`config.mk`:
```
export PLATFORM = sky130hd
export DESIGN_NAME = vga_frame_capture
export DESIGN_NICKNAME = d
export VERILOG_FILES = /design/src/rtl/vga_frame_capture.sv
export SDC_FILE = /design/constraint.sdc
export NUM_CORES = 2
export LEC_CHECK = 0
export BUFFER_PORTS_ARGS = -buffer_cell sky130_fd_sc_hd__buf_4
export CORE_MARGIN = 5
export CORE_UTILIZATION = 45
export CTS_CLUSTER_DIAMETER = 200
export DETAILED_ROUTE_END_ITERATION = 8
export GPL_ROUTABILITY_DRIVEN = 0
export PLACE_DENSITY = 0.67
export REMOVE_ABC_BUFFERS = 1
export SYNTH_ARGS = -nofsm -noshare
export SYNTH_HDL_FRONTEND = slang
export SYNTH_SLANG_ARGS = --single-unit
```
`constraint.sdc`:
```
create_clock -name clk -period 28.1 [get_ports clk]
set_input_delay 1.405 -clock clk [delete_from_list [all_inputs] [get_ports clk]]
set_output_delay 1.405 -clock clk [all_outputs]
set_load 0.01 [all_outputs]
```
`src/rtl/vga_frame_capture.sv`:
```
// vga_frame_capture: recovers the P_PARAM_N x P_PARAM_M cell grid from a VGA pixel stream by
//   sampling every cell at its centre (white = alive). It publishes the grid after each well-formed frame.
// Latency: status, frame_valid and frame_error change on the 2nd clk edge after vsync goes active.
// Backpressure: none. The pixel stream cannot be stalled, and malformed frames are dropped (frame_error).
// Ports: clk, reset (async, active-high); hsync, vsync, data_enable, video_red/green/blue in;
//   status (bit row*P_PARAM_N+col, 1 = alive), frame_valid, frame_error, locked out.
// Optional: define VGA_CAP_STATS_EN to add frame_count[15:0] (wraps) and error_count[7:0] (saturates).
module vga_frame_capture #(
    parameter int WIDTH     = 12,
    parameter int HSIZE     = 800,
    parameter int VSIZE     = 600,
    parameter int HSPP      = 1,
    parameter int VSPP      = 1,
    parameter int P_PARAM_N = 25,
    parameter int P_PARAM_M = 18
) (
    input  logic                           clk,
    input  logic                           reset,
    input  logic                           hsync,
    input  logic                           vsync,
    input  logic                           data_enable,
    input  logic [7:0]                     video_red,
    input  logic [7:0]                     video_green,
    input  logic [7:0]                     video_blue,
    output logic [P_PARAM_N*P_PARAM_M-1:0] status,
    output logic                           frame_valid,
    output logic                           frame_error,
    output logic                           locked
`ifdef VGA_CAP_STATS_EN
    ,
    output logic [15:0]                    frame_count,
    output logic [7:0]                     error_count
`endif
);

    localparam int NCELL = P_PARAM_N * P_PARAM_M;
    localparam int CELL  = HSIZE / P_PARAM_N;
    localparam int SOFF  = CELL / 2;
    localparam int IW    = (NCELL > 1) ? $clog2(NCELL) : 1;

    localparam logic [WIDTH-1:0] HSIZE_W = WIDTH'(HSIZE);
    localparam logic [WIDTH-1:0] XMAX_W  = WIDTH'(HSIZE + 1);
    localparam logic [WIDTH-1:0] VSIZE_W = WIDTH'(VSIZE);
    localparam logic [WIDTH-1:0] CLAST_W = WIDTH'(CELL - 1);
    localparam logic [WIDTH-1:0] SOFF_W  = WIDTH'(SOFF);
    localparam logic [WIDTH-1:0] NCOL_W  = WIDTH'(P_PARAM_N);
    localparam logic [WIDTH-1:0] NROW_W  = WIDTH'(P_PARAM_M);
    localparam logic             HS_ACT  = 1'(HSPP);
    localparam logic             VS_ACT  = 1'(VSPP);

    typedef enum logic {SEEK, CAPTURE} state_t;

    state_t state, next_state;

    // Input stage
    logic       hs_r, vs_r, de_r;
    logic       vs_q, de_q;
    logic [7:0] red_r, green_r, blue_r;

    // Position tracking: x/y are the raw pixel/line counts within the frame.
    // The (sub, cell) pairs track x%CELL, x/CELL and y%CELL, y/CELL incrementally.
    // This avoids dividers. Cell indices stop at the grid edge, which is all the sampler needs.
    logic [WIDTH-1:0] x, y;
    logic [WIDTH-1:0] x_sub, x_cell, y_sub, y_cell;
    logic             bad;
    logic [NCELL-1:0] shadow;

    logic             vs_edge, de_fall, hs_act, alive, sample;
    logic             bad_now, frame_ok;
    logic [WIDTH-1:0] y_inc, y_eval;
    logic [IW-1:0]    idx;
    logic             frame_start, commit, reject;

    always_comb begin
        vs_edge = (vs_r == VS_ACT) && (vs_q != VS_ACT);
        de_fall = de_q && !de_r;
        hs_act  = (hs_r == HS_ACT);
        alive   = (red_r >= 8'h80) && (green_r >= 8'h80) && (blue_r >= 8'h80);
        sample  = de_r && (x_sub == SOFF_W) && (x_cell < NCOL_W) &&
                  (y_sub == SOFF_W) && (y_cell < NROW_W);
        idx     = IW'(y_cell * NCOL_W + x_cell);
        y_inc   = (&y) ? y : y + 1'b1;
        // Events in the same cycle as the vsync edge are applied before the
        // frame is judged. Data during sync or a line ending now both count.
        y_eval  = de_fall ? y_inc : y;
        bad_now = bad || (de_fall && (x != HSIZE_W)) || (de_r && hs_act) ||
                  (de_r && vs_edge);
        frame_ok = !bad_now && (y_eval == VSIZE_W);
    end

    always_comb begin
        next_state  = state;
        frame_start = 1'b0;
        commit      = 1'b0;
        reject      = 1'b0;
        case (state)
            SEEK: begin
                if (vs_edge) begin
                    next_state  = CAPTURE;
                    frame_start = 1'b1;
                end
            end
            CAPTURE: begin
                if (vs_edge) begin
                    frame_start = 1'b1;
                    commit      = frame_ok;
                    reject      = !frame_ok;
                end
            end
            default: next_state = SEEK;
        endcase
    end

    always_ff @(posedge clk or posedge reset) begin
        if (reset) begin
            state <= SEEK;
        end else begin
            state <= next_state;
        end
    end

    always_ff @(posedge clk or posedge reset) begin
        if (reset) begin
            hs_r        <= 1'b0;
            vs_r        <= 1'b0;
            de_r        <= 1'b0;
            vs_q        <= 1'b0;
            de_q        <= 1'b0;
            red_r       <= 8'h00;
            green_r     <= 8'h00;
            blue_r      <= 8'h00;
            x           <= '0;
            y           <= '0;
            x_sub       <= '0;
            x_cell      <= '0;
            y_sub       <= '0;
            y_cell      <= '0;
            bad         <= 1'b0;
            shadow      <= '0;
            status      <= '0;
            frame_valid <= 1'b0;
            frame_error <= 1'b0;
            locked      <= 1'b0;
        end else begin
            hs_r        <= hsync;
            vs_r        <= vsync;
            de_r        <= data_enable;
            vs_q        <= vs_r;
            de_q        <= de_r;
            red_r       <= video_red;
            green_r     <= video_green;
            blue_r      <= video_blue;
            frame_valid <= commit;
            frame_error <= reject;
            if (commit) begin
                status <= shadow;
                locked <= 1'b1;
            end

            if (frame_start) begin
                x      <= '0;
                y      <= '0;
                x_sub  <= '0;
                x_cell <= '0;
                y_sub  <= '0;
                y_cell <= '0;
                bad    <= 1'b0;
            end else if (state == CAPTURE) begin
                if (de_r) begin
                    // x stops at HSIZE+1 so an over-long line can never wrap back to HSIZE.
                    if (x != XMAX_W) begin
                        x <= x + 1'b1;
                    end
                    if (x_cell < NCOL_W) begin
                        if (x_sub == CLAST_W) begin
                            x_sub  <= '0;
                            x_cell <= x_cell + 1'b1;
                        end else begin
                            x_sub <= x_sub + 1'b1;
                        end
                    end
                    if (hs_act) begin
                        bad <= 1'b1;
                    end
                    if (sample) begin
                        shadow[idx] <= alive;
                    end
                end else if (de_fall) begin
                    if (x != HSIZE_W) begin
                        bad <= 1'b1;
                    end
                    y      <= y_inc;
                    x      <= '0;
                    x_sub  <= '0;
                    x_cell <= '0;
                    if (y_cell < NROW_W) begin
                        if (y_sub == CLAST_W) begin
                            y_sub  <= '0;
                            y_cell <= y_cell + 1'b1;
                        end else begin
                            y_sub <= y_sub + 1'b1;
                        end
                    end
                end
            end
        end
    end

`ifdef VGA_CAP_STATS_EN
    always_ff @(posedge clk or posedge reset) begin
        if (reset) begin
            frame_count <= 16'h0000;
            error_count <= 8'h00;
        end else begin
            if (commit) begin
                frame_count <= frame_count + 16'h0001;
            end
            if (reject && (error_count != 8'hFF)) begin
                error_count <= error_count + 8'h01;
            end
        end
    end
`endif

endmodule

```
==> Yosys cells after proc, flatten, opt, wreduce, memory -nomap -nowiden <==
Index checks and enable logic that the tools add are counted.
{ "totals": {"regBits": 1006, "output_inout_bits": 453, "elab_cells": 131, "input_bits": 29} }
{ "op_classes": {"reduce_logical": 34, "n_mux": 47, "multipliers": 1, "n_eq_ne": 12, "add_sub_neg": 7, "bitwise_logic": 2, "n_lt_le_gt_ge": 7} }
{ "op_table": {"columns": ["op", "count"], "rows": [
  ["bitwise mux 450 bit", 1],
  ["2-to-1 mux 12 bit", 32],
  ["adder 12 x 1 -> 12 bit (second input constant)", 6],
  ["equality test 12 x 5 -> 1 bit (second input constant)", 4],
  ["greater-or-equal comparator 8 bit (second input constant)", 3],
  ["< comparator 12 x 5 -> 1 bit (second input constant)", 2],
  ["inequality test 12 x 10 -> 1 bit (second input constant)", 2],
  ["AND reduction 4 bit", 4],
  ["logical AND 1 bit", 13],
  ["2-to-1 mux 1 bit", 13],
  ["equality test 12 x 10 -> 1 bit (second input constant)", 1],
  ["multiplier 12 x 5 -> 9 bit (second input constant)", 1],
  ["AND reduction 12 bit", 1],
  ["< comparator 9 x 10 -> 1 bit (second input constant)", 1],
  ["adder 9 bit", 1],
  ["demux 1 bit (select 9 bit)", 1],
  ["greater-or-equal comparator 9 x 1 -> 1 bit (second input constant)", 1],
  ["inequality test 3 x 1 -> 1 bit (second input constant)", 3],
  ["nonzero test 2 bit", 4],
  ["AND reduction 3 bit", 2],
  ["nonzero test 3 bit", 2],
  ["AND reduction 5 bit", 1],
  ["zero test 1 bit", 3],
  ["logical OR 1 bit", 3],
  ["4 further kinds", 5]
]} }

==> Depth between registers and ports, before layout <==
{ "logic_depth": {"depth_word": 11, "ltp_mapped": 17, "ltp_nobuf": 14} }

==> Worst setup path before layout <==
OpenSTA, ideal clock, no wires.
{ "synth_timing": {"kind": "register to register", "start": "register y_cell[1]", "end": "register shadow[200]", "path_slack_ns": 23.907, "period_less_slack_ns": 4.193, "arrival_time_ns": 4.066, "setup_ns": 0.128, "path_stages_with_launch": 16, "t_required_ns": 27.972, "n_path_buf": 2, "path_cell_list": "dfrtp_1 > ha_1 > inv_1 > fa_1 > fa_1 > inv_1 > ha_1 > inv_1 > a21oi_1 > or3_1 > a32o_1 > a21oi_1 > clkbuf_1 > buf_1 > nor3_1 > mux2_1"} }
{ "synth_via": {"elab_chain_len": 7, "word_cells_on_any_way": 11, "classes_between": "add/sub (1); mul (1); order compare (3); mux (3); reduce/logical (3)"} }
{ "synth_rtl": {"columns": ["item", "line", "rtl"], "rows": [
  ["from (decl)", "64", "logic [WIDTH-1:0] x_sub, x_cell, y_sub, y_cell;"],
  ["from (signal assigned)", "199", "y_cell <= y_cell + 1'b1;"],
  ["multiplier 12 x 5 -> 9 bit", "81", "idx = IW'(y_cell * NCOL_W + x_cell);"],
  ["adder 9 bit", "81", null],
  ["< comparator 9 x 10 -> 1 bit (not written as such) / greater-or-equal comparator 9 x 1 -> 1 bit (equally long branches)", "186", "shadow[idx] <= alive;"],
  ["logical AND 1 bit (not written as such)", "186", null],
  ["2-to-1 mux 1 bit (not written as such)", "186", null],
  ["demux 1 bit (select 9 bit)", "186", null],
  ["bitwise mux 450 bit", "186", null],
  ["to (signal, indexed assignment)", "186", null],
  ["to (decl)", "66", "logic [NCELL-1:0] shadow;"]
]} }
Several ways; a longest one is shown, not always the timed one.
A chain may end at the register's enable or synchronous reset.

==> impl_metrics.json <==
{
  "crit_top_cell": "buf_4",
  "finalNetCount": 3620,
  "power_density_nw_per_um2": 63.1,
  "worst_skew_pair.late_latency_ns": 0.65,
  "wl_microns": 107000,
  "drt_iter0_drc": 2168,
  "syn_avg_cell_area_sq_um": 12.7,
  "fin_crit_ns": 5.67,
  "async_reset_ff_frac": 1.00,
  "totalPowerFinal_mw": 3.05,
  "critPathArrivalTime_ns": 6.33,
  "yosysSeqAreaShare": 0.606,
  "min_to": "vs_q$_DFF_PP0_",
  "ys_types": 65,
  "layout.cells.non_filler": 4801,
  "cts_max_path_buffers": 3,
  "grt_max_degree": 186,
  "firstDrtPassIters": 5,
  "drcViolationCount": 0,
  "final_cell_mix": "dfrtp_1, mux2_2, buf_4",
  "start_kind": "input port",
  "cp_max_fo": 185,
  "maxCapViolCount": 0,
  "ys.flop_type": "dfrtp_1",
  "hp-class": "reg -> reg",
  "ir_drop_mv": 0.0775,
  "cp_slowest_cell": "buf_4",
  "dieWidth_microns": 311,
  "holdBufCountCts": 0,
  "fmaxAchievable_ghz": 0.176,
  "cts_tree": "built",
  "first_global_vias": 26400,
  "grt_util_all_layers": 0.217,
  "dieArea_sq_um": 96500,
  "wl_per_cell_microns": 22.4,
  "worstReg2RegEnd": "shadow[19]$_DFFE_PP0P_",
  "post_cts_buffers": 0,
  "via_per_inst": 5.62,
  "layout_commonest_cell": "dfrtp_1",
  "cts.clk_slew.worst_paths_ns": 0.06,
  "grt_pass1_wl_microns": 167000,
  "max_stage_delay_ns": 0.95,
  "path_cells": "buf_4, inv_8, buf_4, buf_12, buf_4, buf_4, buf_4",
  "vias": 27000,
  "placed_cells": 4617,
  "area_growth_pct": 18.9,
  "synth_edf_count": 0,
  "reg2reg_depth": 13,
  "setup_violations": 0,
  "worst_slew_pin_slew_ns": 1.16,
  "fill_cells": 7632,
  "rsz0062_at_grt": "false",
  "holdPathStages": 0,
  "fp-row-count": 110,
  "port_buffers": 460,
  "synthCells": 3201,
  "antenna_found_initial": 0,
  "floorplan.initialDensity": 0.453,
  "worst_clock_skew_ns": 0.0238,
  "grt_overflow": 0,
  "period_share": 0.202,
  "clock-root-buffer": "clkbuf_16",
  "post_cts_resized": 0,
  "syn-cell-area_sq_um": 40700,
  "regToRegSetupSlack_ns": 22.43,
  "htreeDepth": 3,
  "yosysWarnings": 0,
  "status": "complete, no violations",
  "drive_gt1_frac": 0.340,
  "required_ns": 28.76,
  "dp_hpwl_microns": 66700,
  "diodes": 0,
  "drv_slew": 0,
  "die_y_microns": 311,
  "min_from": "vs_r$_DFF_PP0_",
  "end_kind": "asynchronous set/reset pin",
  "ys_ff_latch": 985,
  "rr_startpoint": "y_cell[0]$_DFFE_PP0P_",
  "finalHoldViolCount": 0,
  "p_leak_nw": 23.3,
  "ant_nets": 0,
  "relSlewSlack": 0.223,
  "io_pins": 482,
  "core_sq_um": 89900,
  "clkSinkCount": 985,
  "worstSetupPathType": "in -> async",
  "cts_buffers": 103
}
-- final cells by class --
class,instances,area [sq um],share of cell area
Timing Repair Buffer,514,3880,0.0803
Clock buffer,160,3140,0.0648
Tap cell,1176,1470,0.0304
Multi-Input combinational cell,1899,14800,0.307
Inverter,43,169,0.00349
Sequential cell,985,24600,0.510
Clock inverter,24,206,0.00427
-- worst max path at each step --
stage | from | endpoint | cells past startpoint
5_1_grt | reset | shadow[441]$_DFFE_PP0P_ | 7
3_3_place_gp | reset | shadow[156]$_DFFE_PP0P_ | 7
3_5_place_dp | reset | shadow[417]$_DFFE_PP0P_ | 7
6_report | reset | shadow[157]$_DFFE_PP0P_ | 7
2_1_floorplan | y[0]$_DFFE_PP0P_ | status[0]$_DFFE_PP0P_ | 8
4_1_cts | reset | shadow[24]$_DFFE_PP0P_ | 7
-- cell usage after synthesis, types with 12 or more instances --
master,count,area [sq um]
ha_1,37,463
and2_1,12,75.1
buf_4,40,300
buf_2,22,110
mux2_2,515,5800
clkbuf_1,205,769
o21ai_0,406,2030
nand4_1,31,194
nand2_1,56,210
nand3_1,48,240
nor2_1,86,323
mux2_1,22,248
a21oi_1,18,90.1
dfrtp_1,985,24600
and3_1,15,93.8
o31ai_1,364,2730
xor2_1,23,201
xnor2_1,23,201
inv_1,43,161
nor3_1,99,495
-- power by group --
group | internal [mW] | switching [mW] | leakage, nW
clock network | 0.782 | 0.554 | 1.66
logic | 0.0435 | 0.238 | 7.96
registers | 1.42 | 0.00901 | 13.7
-- registers in the layout, summed over array words and instances, names as in the netlist, 12 cells and up --
| name | cells |
|---|---|
| status | 450 |
| y_sub | 12 |
| y | 12 |
| y_cell | 12 |
| shadow | 450 |
| x_cell | 12 |
| x | 12 |
| x_sub | 12 |
-- routing by layer --
metal,routed length [microns],track usage
met1,46600,0.295
met2,52900,0.367
met3,4980,0.0344
met4,2890,0.0595
met5,0,0
-- per-stage QoR --
step | area [sq um] | utilization | worst slack, ns | setup TNS (ns) | hold slack, ns
detailed placement | 45000 | 0.501 | 21.29 | 0 | 0.407
floorplan | 39500 | - | -7.12 | -4210.20 | 0.368
CTS | 48400 | 0.538 | 21.99 | 0 | 0.419
global placement | 45000 | 0.501 | 21.26 | 0 | 0.383
finish | 48400 | 0.538 | 22.43 | 0 | 0.406
global route | 48400 | 0.538 | 21.31 | 0 | 0.431
-- critical path, delay by kind of cell --
kind	cells	cell delay, ns
buf+inv	7	4.74
-- cell families after synthesis --
kind of cell,count (synthesis),share of synthesized area
AOI/OAI and AO/OA,844,0.130
DFF,985,0.606
xor gates and xnor gates,46,0.00991
buffers and inverters,317,0.0338
muxes,542,0.150
and+or+nand+nor,422,0.0545
adders and majority gates,45,0.0153
(Power assumes the default switching activity.)
